==> src/rtl/gate_input_debouncer_pkg.sv <==
// Shared types and defaults for the two-channel gate input conditioner.
// Optional edge pulses are enabled with macro DEBOUNCE_EDGE_PULSE_EN.
package gate_cond_pkg;

  typedef enum logic [1:0] {
    S_LOW  = 2'd0,
    S_RISE = 2'd1,
    S_HIGH = 2'd2,
    S_FALL = 2'd3
  } deb_state_e;

  localparam int DEBOUNCE_CYCLES_DEF = 4;

endpackage

==> src/rtl/gate_input_debouncer_if.sv <==
// Raw/clean signal bundle between the pin side and the AND gate consumer.
// Edge-pulse signals exist only when DEBOUNCE_EDGE_PULSE_EN is defined.
interface gate_input_debouncer_if;
  logic a_raw;
  logic b_raw;
  logic a_clean;
  logic b_clean;
  logic stable;
`ifdef DEBOUNCE_EDGE_PULSE_EN
  logic a_rise;
  logic a_fall;
  logic b_rise;
  logic b_fall;

  modport master (output a_raw, b_raw,
                  input  a_clean, b_clean, stable, a_rise, a_fall, b_rise, b_fall);
  modport slave  (input  a_raw, b_raw,
                  output a_clean, b_clean, stable, a_rise, a_fall, b_rise, b_fall);
`else
  modport master (output a_raw, b_raw, input  a_clean, b_clean, stable);
  modport slave  (input  a_raw, b_raw, output a_clean, b_clean, stable);
`endif
endinterface

==> src/rtl/gate_input_debouncer_channel.sv <==
// One debounce channel: 2-flop synchroniser, 4-state FSM with hold counter.
// DEBOUNCE_EDGE_PULSE_EN adds registered one-cycle rise/fall pulses.
module debounce_channel
  import gate_cond_pkg::*;
#(
  parameter int DEBOUNCE_CYCLES = DEBOUNCE_CYCLES_DEF
) (
  input  logic clk,
  input  logic rst,
  input  logic i_raw,
  output logic o_clean,
  output logic o_settled
`ifdef DEBOUNCE_EDGE_PULSE_EN
  ,
  output logic o_rise,
  output logic o_fall
`endif
);

  localparam int CNT_W = $clog2(DEBOUNCE_CYCLES + 1);
  localparam logic [CNT_W-1:0] CNT_LAST = CNT_W'(DEBOUNCE_CYCLES - 1);
  localparam logic [CNT_W-1:0] CNT_ONE  = CNT_W'(1);

  logic             r_s1, r_s2;
  deb_state_e       r_state, w_state_nxt;
  logic [CNT_W-1:0] r_cnt, w_cnt_nxt;
  logic             w_last;

  always_ff @(posedge clk or posedge rst) begin
    if (rst) begin
      r_s1 <= 1'b0;
      r_s2 <= 1'b0;
    end else begin
      r_s1 <= i_raw;
      r_s2 <= r_s1;
    end
  end

  assign w_last = (r_cnt == CNT_LAST);

  always_ff @(posedge clk or posedge rst) begin
    if (rst) begin
      r_state <= S_LOW;
      r_cnt   <= '0;
    end else begin
      r_state <= w_state_nxt;
      r_cnt   <= w_cnt_nxt;
    end
  end

  // Counter only runs in the two checking states and stops at CNT_LAST.
  always_comb begin
    w_state_nxt = r_state;
    w_cnt_nxt   = r_cnt;
    case (r_state)
      S_LOW: begin
        if (r_s2) begin
          w_state_nxt = S_RISE;
          w_cnt_nxt   = CNT_ONE;
        end else begin
          w_cnt_nxt = '0;
        end
      end
      S_RISE: begin
        if (!r_s2) begin
          w_state_nxt = S_LOW;
          w_cnt_nxt   = '0;
        end else if (w_last) begin
          w_state_nxt = S_HIGH;
          w_cnt_nxt   = '0;
        end else begin
          w_cnt_nxt = r_cnt + CNT_ONE;
        end
      end
      S_HIGH: begin
        if (!r_s2) begin
          w_state_nxt = S_FALL;
          w_cnt_nxt   = CNT_ONE;
        end
      end
      S_FALL: begin
        if (r_s2) begin
          w_state_nxt = S_HIGH;
          w_cnt_nxt   = '0;
        end else if (w_last) begin
          w_state_nxt = S_LOW;
          w_cnt_nxt   = '0;
        end else begin
          w_cnt_nxt = r_cnt + CNT_ONE;
        end
      end
      default: begin
        w_state_nxt = S_LOW;
        w_cnt_nxt   = '0;
      end
    endcase
  end

  // Pure decode of the state flops; S_HIGH/S_FALL share bit 1 so clean is a flop bit.
  always_comb begin
    o_clean   = (r_state == S_HIGH) || (r_state == S_FALL);
    o_settled = (r_state == S_LOW)  || (r_state == S_HIGH);
  end

`ifdef DEBOUNCE_EDGE_PULSE_EN
  logic r_rise, r_fall;

  always_ff @(posedge clk or posedge rst) begin
    if (rst) begin
      r_rise <= 1'b0;
      r_fall <= 1'b0;
    end else begin
      r_rise <= (r_state == S_RISE) && (w_state_nxt == S_HIGH);
      r_fall <= (r_state == S_FALL) && (w_state_nxt == S_LOW);
    end
  end

  assign o_rise = r_rise;
  assign o_fall = r_fall;
`endif

endmodule

==> src/rtl/gate_input_debouncer.sv <==
// Two independent debounce channels feeding the AND gate's A/B inputs.
// DEBOUNCE_EDGE_PULSE_EN exposes per-channel rise/fall pulses on the interface.
module gate_input_debouncer
  import gate_cond_pkg::*;
#(
  parameter int DEBOUNCE_CYCLES = DEBOUNCE_CYCLES_DEF
) (
  input  logic                  clk,
  input  logic                  rst,
  gate_input_debouncer_if.slave bus
);

  localparam int NUM_CH = 2;

  logic [NUM_CH-1:0] w_raw, w_clean, w_settled;
`ifdef DEBOUNCE_EDGE_PULSE_EN
  logic [NUM_CH-1:0] w_rise, w_fall;
`endif

  assign w_raw = {bus.b_raw, bus.a_raw};

  for (genvar g = 0; g < NUM_CH; g++) begin : g_ch
    debounce_channel #(
      .DEBOUNCE_CYCLES(DEBOUNCE_CYCLES)
    ) u_ch (
      .clk      (clk),
      .rst      (rst),
      .i_raw    (w_raw[g]),
      .o_clean  (w_clean[g]),
      .o_settled(w_settled[g])
`ifdef DEBOUNCE_EDGE_PULSE_EN
      ,
      .o_rise   (w_rise[g]),
      .o_fall   (w_fall[g])
`endif
    );
  end

  assign bus.a_clean = w_clean[0];
  assign bus.b_clean = w_clean[1];
  assign bus.stable  = &w_settled;

`ifdef DEBOUNCE_EDGE_PULSE_EN
  assign bus.a_rise = w_rise[0];
  assign bus.a_fall = w_fall[0];
  assign bus.b_rise = w_rise[1];
  assign bus.b_fall = w_fall[1];
`endif

endmodule

==> src/flat_wrapper.sv <==
// flat-port wrapper written by rule: the top's interface ports become plain ports
module gate_input_debouncer_flat import gate_cond_pkg::*;
#(
  parameter int DEBOUNCE_CYCLES = DEBOUNCE_CYCLES_DEF
)
  (clk, rst, bus_a_raw, bus_b_raw, bus_a_clean, bus_b_clean, bus_stable);
  gate_input_debouncer_if bus_i ();
  input  logic clk;
  input  logic rst;
  input wire logic [$bits(bus_i.a_raw)-1:0] bus_a_raw;
  input wire logic [$bits(bus_i.b_raw)-1:0] bus_b_raw;
  output wire logic [$bits(bus_i.a_clean)-1:0] bus_a_clean;
  output wire logic [$bits(bus_i.b_clean)-1:0] bus_b_clean;
  output wire logic [$bits(bus_i.stable)-1:0] bus_stable;
  assign bus_i.a_raw = bus_a_raw;
  assign bus_i.b_raw = bus_b_raw;
  assign bus_a_clean = bus_i.a_clean;
  assign bus_b_clean = bus_i.b_clean;
  assign bus_stable = bus_i.stable;
  gate_input_debouncer #(.DEBOUNCE_CYCLES(DEBOUNCE_CYCLES)) u_core (.clk(clk), .rst(rst), .bus(bus_i));
endmodule
==> config.mk <==
export PLATFORM = sky130hd
export DESIGN_NAME = gate_input_debouncer_flat
export DESIGN_NICKNAME = d
export VERILOG_FILES = /design/src/rtl/gate_input_debouncer_pkg.sv /design/src/rtl/gate_input_debouncer_if.sv /design/src/rtl/gate_input_debouncer_channel.sv /design/src/rtl/gate_input_debouncer.sv /design/src/flat_wrapper.sv
export SDC_FILE = /design/constraint.sdc
export NUM_CORES = 1
export LEC_CHECK = 0
export ABC_AREA = 0
export CORE_UTILIZATION = 40
export DETAILED_ROUTE_END_ITERATION = 8
export PLACE_DENSITY = 0.65
export SYNTH_ARGS = -nofsm -noshare
export SYNTH_HDL_FRONTEND = slang
export SYNTH_SLANG_ARGS = --single-unit
==> constraint.sdc <==
create_clock -name clk -period 3.3 [get_ports clk]
set_input_delay 0.66 -clock clk [delete_from_list [all_inputs] [get_ports clk]]
set_output_delay 0.66 -clock clk [all_outputs]
set_load 0.05 [all_outputs]
==> impl_metrics.json, run 1 <==
{
  "setup_tns_ns": 0,
  "slew_viol_final": 0,
  "synth_common_cells": "dfrtp_1, nand2_1, nor2_1",
  "postPlaceCellArea_um2": 684,
  "min_period_ns": 2.32,
  "first_pass_iters": 2,
  "grt_pass1_wl_um": 1570,
  "n_antenna_cell": 0,
  "powerDensity_nw_per_um2": 890,
  "die-area_um2": 1720,
  "vias": 393,
  "drt-vias-per-instance": 5.17,
  "overflow": 0,
  "die_h_um": 41.4,
  "clk_transition_reported_paths_ns": 0.09,
  "yosysWarnings": 0,
  "wl_um": 906,
  "path_class": "reg -> out",
  "worstSetupEndpointType": "primary output",
  "synth_top_cell_area_share": 0.563,
  "cts_setup_buffers": 0,
  "layout.nets": 68,
  "first_iter_violations": 2,
  "cp.arrival_ns": 1.66,
  "worst_hold_path.num_cells": 0,
  "start_util": 0.455,
  "rsz0062_at_grt": "no",
  "clock-sinks": 14,
  "cts_made_buffers": 3,
  "cts_tree": "built",
  "grt_max_degree": 15,
  "ir_drop_v": 0.000550,
  "ios": 7,
  "leakage_nw": 0.333,
  "fin_skew_ns": 0.00277,
  "setup_violations": 0,
  "cts_buffer_depth": 2,
  "antenna_left": 0,
  "drive_above_1_share": 0.131,
  "drc": 0,
  "yosysSeqAreaShare": 0.563,
  "grt_usage": 0.119,
  "final_hold_viol_count": 0,
  "die_x_um": 41.4,
  "syn_to_final_growth_pct": 15.9,
  "reg2reg_depth": 4,
  "cp-start-kind": "flop",
  "synth_edf_count": 0,
  "finalInstanceArea_um2": 721,
  "synthFlopType": "dfrtp_1",
  "crit_fanout": 8,
  "hold-path-endpoint": "u_core.g_ch[1].u_ch.r_s2",
  "cts-resized-gates": 0,
  "synthArstFlopShare": 1.00,
  "fmax_mhz": 432,
  "timing.rr.start": "u_core.g_ch[1].u_ch.r_cnt[0]",
  "port_buffers": 6,
  "yosysTopAreaCell": "dfrtp_1",
  "antenna_found_initial": 0,
  "synth_area_leaders": "dfrtp_1, ha_1, mux2_2",
  "rows": 13,
  "first_global_vias": 367,
  "worstMarginPinSlew_ns": 0.509,
  "fin_crit_sh": 0.702,
  "netlist_instances": 55,
  "hpwl_um": 671,
  "cts_root_buf": "clkbuf_4",
  "netlist_area_um2": 622,
  "outcome": "completed",
  "min_from": "u_core.g_ch[1].u_ch.r_s1",
  "hp-class": "reg -> reg",
  "startpoint": "u_core.g_ch[0].u_ch.r_state[0]",
  "synth.distinct_cells": 27,
  "required_ns": 2.64,
  "syn_area_per_cell_um2": 11.3,
  "routedWlPerCell_um": 11.9,
  "synth.most_common_cell": "dfrtp_1",
  "gp_congestion": 0.714,
  "synth-seq-cells": 14,
  "cap_violations": 0,
  "fillCellCount": 134,
  "r2r_slack_ns": 1.92,
  "core_area_um2": 1370,
  "syn-num-nets": 61,
  "slew_headroom": 0.660,
  "clock_latency_ns": 0.27,
  "cts_hold_buf": 0,
  "htreeDepth": 1
}
==> where the power goes <==
group	internal, mW	total (mW)	leakage (nW)	switching [mW]
Sequential	0.219	0.277	0.174	0.0585
Clock	0.0669	0.121	0.0210	0.0536
Combinational	0.108	0.244	0.138	0.136
Total	0.393	0.642	0.333	0.248
==> per-stage QoR <==
stage	utilization	instances	total power, mW	hold slack [ns]	setup slack (ns)
after floorplan	-	55	0.467	0.331	1.47
after CTS	0.527	76	0.648	0.363	0.965
after global routing	0.527	76	0.685	0.361	0.893
final	0.527	76	0.642	0.359	0.984
after global placement	0.501	72	0.520	0.336	1.28
after detailed placement	0.501	72	0.525	0.342	1.26
==> worst max path at each step <==
stage | end | slack [ns] | cells after the start
after floorplan | bus_stable | 1.47 | 2
after global placement | bus_stable | 1.28 | 2
after detailed placement | bus_stable | 1.26 | 2
after CTS | bus_stable | 0.96 | 2
after global routing | bus_stable | 0.89 | 2
final | bus_stable | 0.98 | 2
==> cells in the final DEF, fill, tap and decap left out <==
master / netlist / routed
nor4b_2: 1 / 1
a32oi_1: 1 / 1
and2b_1: 1 / 1
o22ai_1: 1 / 1
and3_1: 1 / 1
and2b_2: 1 / 1
clkbuf_4: 0 / 3
clkdlybuf4s50_1: 0 / 6
ha_1: 2 / 2
nand3_1: 1 / 1
nand2_1: 4 / 4
mux2_2: 2 / 2
nor3b_1: 1 / 1
xnor2_1: 1 / 1
a211o_1: 1 / 1
inv_1: 2 / 2
nor2b_1: 2 / 2
xor2_1: 1 / 1
and2_1: 1 / 1
nor3_1: 2 / 2
a21oi_1: 1 / 1
dfrtp_1: 14 / 14
o211a_1: 1 / 1
o21ai_0: 1 / 1
nor2_1: 4 / 4
clkbuf_8: 0 / 1
nand3b_1: 2 / 2
o21a_1: 2 / 2
==> per-layer routing <==
metal | global-route usage | vias to the layer above | share of wire
li1 | - | 199 | -
met2 | 0.156 | 6 | 0.38
met4 | 0.0387 | 0 | 0.013
met5 | 0 | - | 0
met1 | 0.182 | 186 | 0.58
met3 | 0.0391 | 2 | 0.025
==> critical path: stages, from the launching register on <==
cell and delay [ns]:
dfrtp_1 0.46, nor2_1 0.13, clkdlybuf4s50_1 0.80
==> kinds of logic after synthesis <==
family	count (synthesis)	synth area share
DFF	14	0.563
AOI/OAI and AO/OA	8	0.0946
buffers and inverters	6	0.0382
adders and majority gates	2	0.0402
muxes	2	0.0362
and+or+nand+nor	21	0.199
xor gates and xnor gates	2	0.0282
==> cell type report <==
cell class	count	area (um^2)	area share
well taps	15	18.8	0.0260
inverters	2	7.51	0.0104
clock buffers	4	36.3	0.0503
multi-input cells	35	248	0.344
flip-flops and latches	14	350	0.486
repair buffers	6	60.1	0.0833
(Power assumes the default switching activity.)
==> inputs of run 2 (changes only) <==
clock period = 2.25 ns   (was 3.3 ns; I/O delays follow)
==> impl_metrics.json, run 2 (synthesis gave the netlist of run 1 again) <==
{
  "outcome": "completed",
  "clk_transition_reported_paths_ns": 0.08,
  "hpwl_um": 637,
  "hp-class": "reg -> reg",
  "antenna_left": 0,
  "die_h_um": 41.4,
  "fin_skew_ns": 0.000171,
  "ir_drop_v": 0.000589,
  "leakage_nw": 0.326,
  "port_buffers": 6,
  "first_global_vias": 340,
  "rows": 13,
  "cp-start-kind": "flop",
  "first_pass_iters": 4,
  "cts_tree": "built",
  "dr_wl_met3_um": 18,
  "slew_viol_final": 0,
  "required_ns": 1.80,
  "syn_to_final_growth_pct": 13.7,
  "clock-sinks": 14,
  "overflow": 0,
  "layout_commonest_cell": "dfrtp_1",
  "final_hold_viol_count": 0,
  "path_class": "reg -> out",
  "worstSetupEndpointType": "primary output",
  "start_util": 0.455,
  "rsz0062_at_grt": "no",
  "layout.nets": 68,
  "vias": 384,
  "first_iter_violations": 10,
  "cts_root_buf": "clkbuf_4",
  "hold-path-endpoint": "u_core.g_ch[0].u_ch.r_s2",
  "grt_max_degree": 15,
  "htreeDepth": 1,
  "grt_pass1_wl_um": 1500,
  "wl_met1_um": 547,
  "min_period_ns": 2.12,
  "setup_violations": 0,
  "min_from": "u_core.g_ch[0].u_ch.r_s1",
  "path_cells": "nor2_1 -> clkdlybuf4s50_1",
  "timing.rr.start": "u_core.g_ch[1].u_ch.r_cnt[0]",
  "powerDensity_nw_per_um2": 1280,
  "worst_hold_path.num_cells": 0,
  "layout_common_cells": "dfrtp_1, clkdlybuf4s50_1, nand2_1, nor2_1, clkbuf_4",
  "reg2reg_depth": 4,
  "cts_setup_buffers": 0,
  "n_antenna_cell": 0,
  "dr.max_layer_used": "met4",
  "drt-vias-per-instance": 5.12,
  "power.total_mw": 0.902,
  "crit_fanout": 8,
  "r2r_slack_ns": 0.88,
  "fin_crit_sh": 0.944,
  "drive_above_1_share": 0.117,
  "die_x_um": 41.4,
  "cts-resized-gates": 0,
  "fillCellCount": 133,
  "cap_violations": 0,
  "crit_slowest_cell": "clkdlybuf4s50_1",
  "cp.arrival_ns": 1.67,
  "cts_buffer_depth": 2,
  "worstMarginPinSlew_ns": 0.528,
  "critical-path-max-stage-delay_ns": 0.80,
  "drc": 0,
  "core_area_um2": 1370,
  "dr_wl_met2_um": 330,
  "slew_headroom": 0.648,
  "cts_made_buffers": 3,
  "gp_congestion": 0.712,
  "cts_hold_buf": 0,
  "die-area_um2": 1720,
  "setup_tns_ns": 0,
  "antenna_found_initial": 0,
  "wl_um": 909,
  "grt_usage": 0.115,
  "routedWlPerCell_um": 12.1,
  "fmax_mhz": 471,
  "clock_latency_ns": 0.27,
  "ios": 7
}
run 2: changes by cell type in the layout (fill, tap and decap cells not counted):
cell      previous run  this run
clkbuf_8             1         0
run 2: worst max-delay path, delay by kind of cell (launching register included):
kind | cells | cell delay, ns
flops | 1 | 0.46
buf+inv | 1 | 0.80
simple gates | 1 | 0.14
run 2: through the flow:
step | utilization | setup WS, ns | instances | hold WS [ns] | cell area [um^2]
after global routing | 0.517 | 0.0457 | 75 | 0.362 | 707
after detailed placement | 0.501 | 0.422 | 72 | 0.340 | 684
after CTS | 0.517 | 0.123 | 75 | 0.359 | 707
after floorplan | - | 0.630 | 55 | 0.331 | 622
final | 0.517 | 0.127 | 75 | 0.355 | 707
after global placement | 0.501 | 0.443 | 72 | 0.336 | 684
run 2: final cells by class:
cell class,count,area [um^2],area share
well taps,15,18.8,0.0265
multi-input cells,35,248,0.350
clock buffers,3,22.5,0.0319
repair buffers,6,60.1,0.0850
flip-flops and latches,14,350,0.496
inverters,2,7.51,0.0106
run 2: layer usage:
metal  track usage  vias to the layer above
li1              -                      199
met1         0.184                      177
met2         0.131                        6
met3        0.0391                        2
met4        0.0581                        0
met5             0                        -
run 2: report_power, final:
part           total [mW]  switching (mW)  internal, mW
combinational       0.354           0.197         0.157
sequential          0.410          0.0898         0.320
clock               0.137          0.0754        0.0618
total               0.902           0.362         0.539
run 2: worst max path at each step:
stage                                              start    endpoint  slack (ns)  depth (start not counted)
after floorplan           u_core.g_ch[0].u_ch.r_state[0]  bus_stable        0.63                          2
after global placement    u_core.g_ch[0].u_ch.r_state[0]  bus_stable        0.44                          2
after CTS                 u_core.g_ch[0].u_ch.r_state[0]  bus_stable        0.12                          2
after global routing      u_core.g_ch[0].u_ch.r_state[0]  bus_stable        0.05                          2
final                     u_core.g_ch[0].u_ch.r_state[0]  bus_stable        0.13                          2
after detailed placement  u_core.g_ch[0].u_ch.r_state[0]  bus_stable        0.42                          2
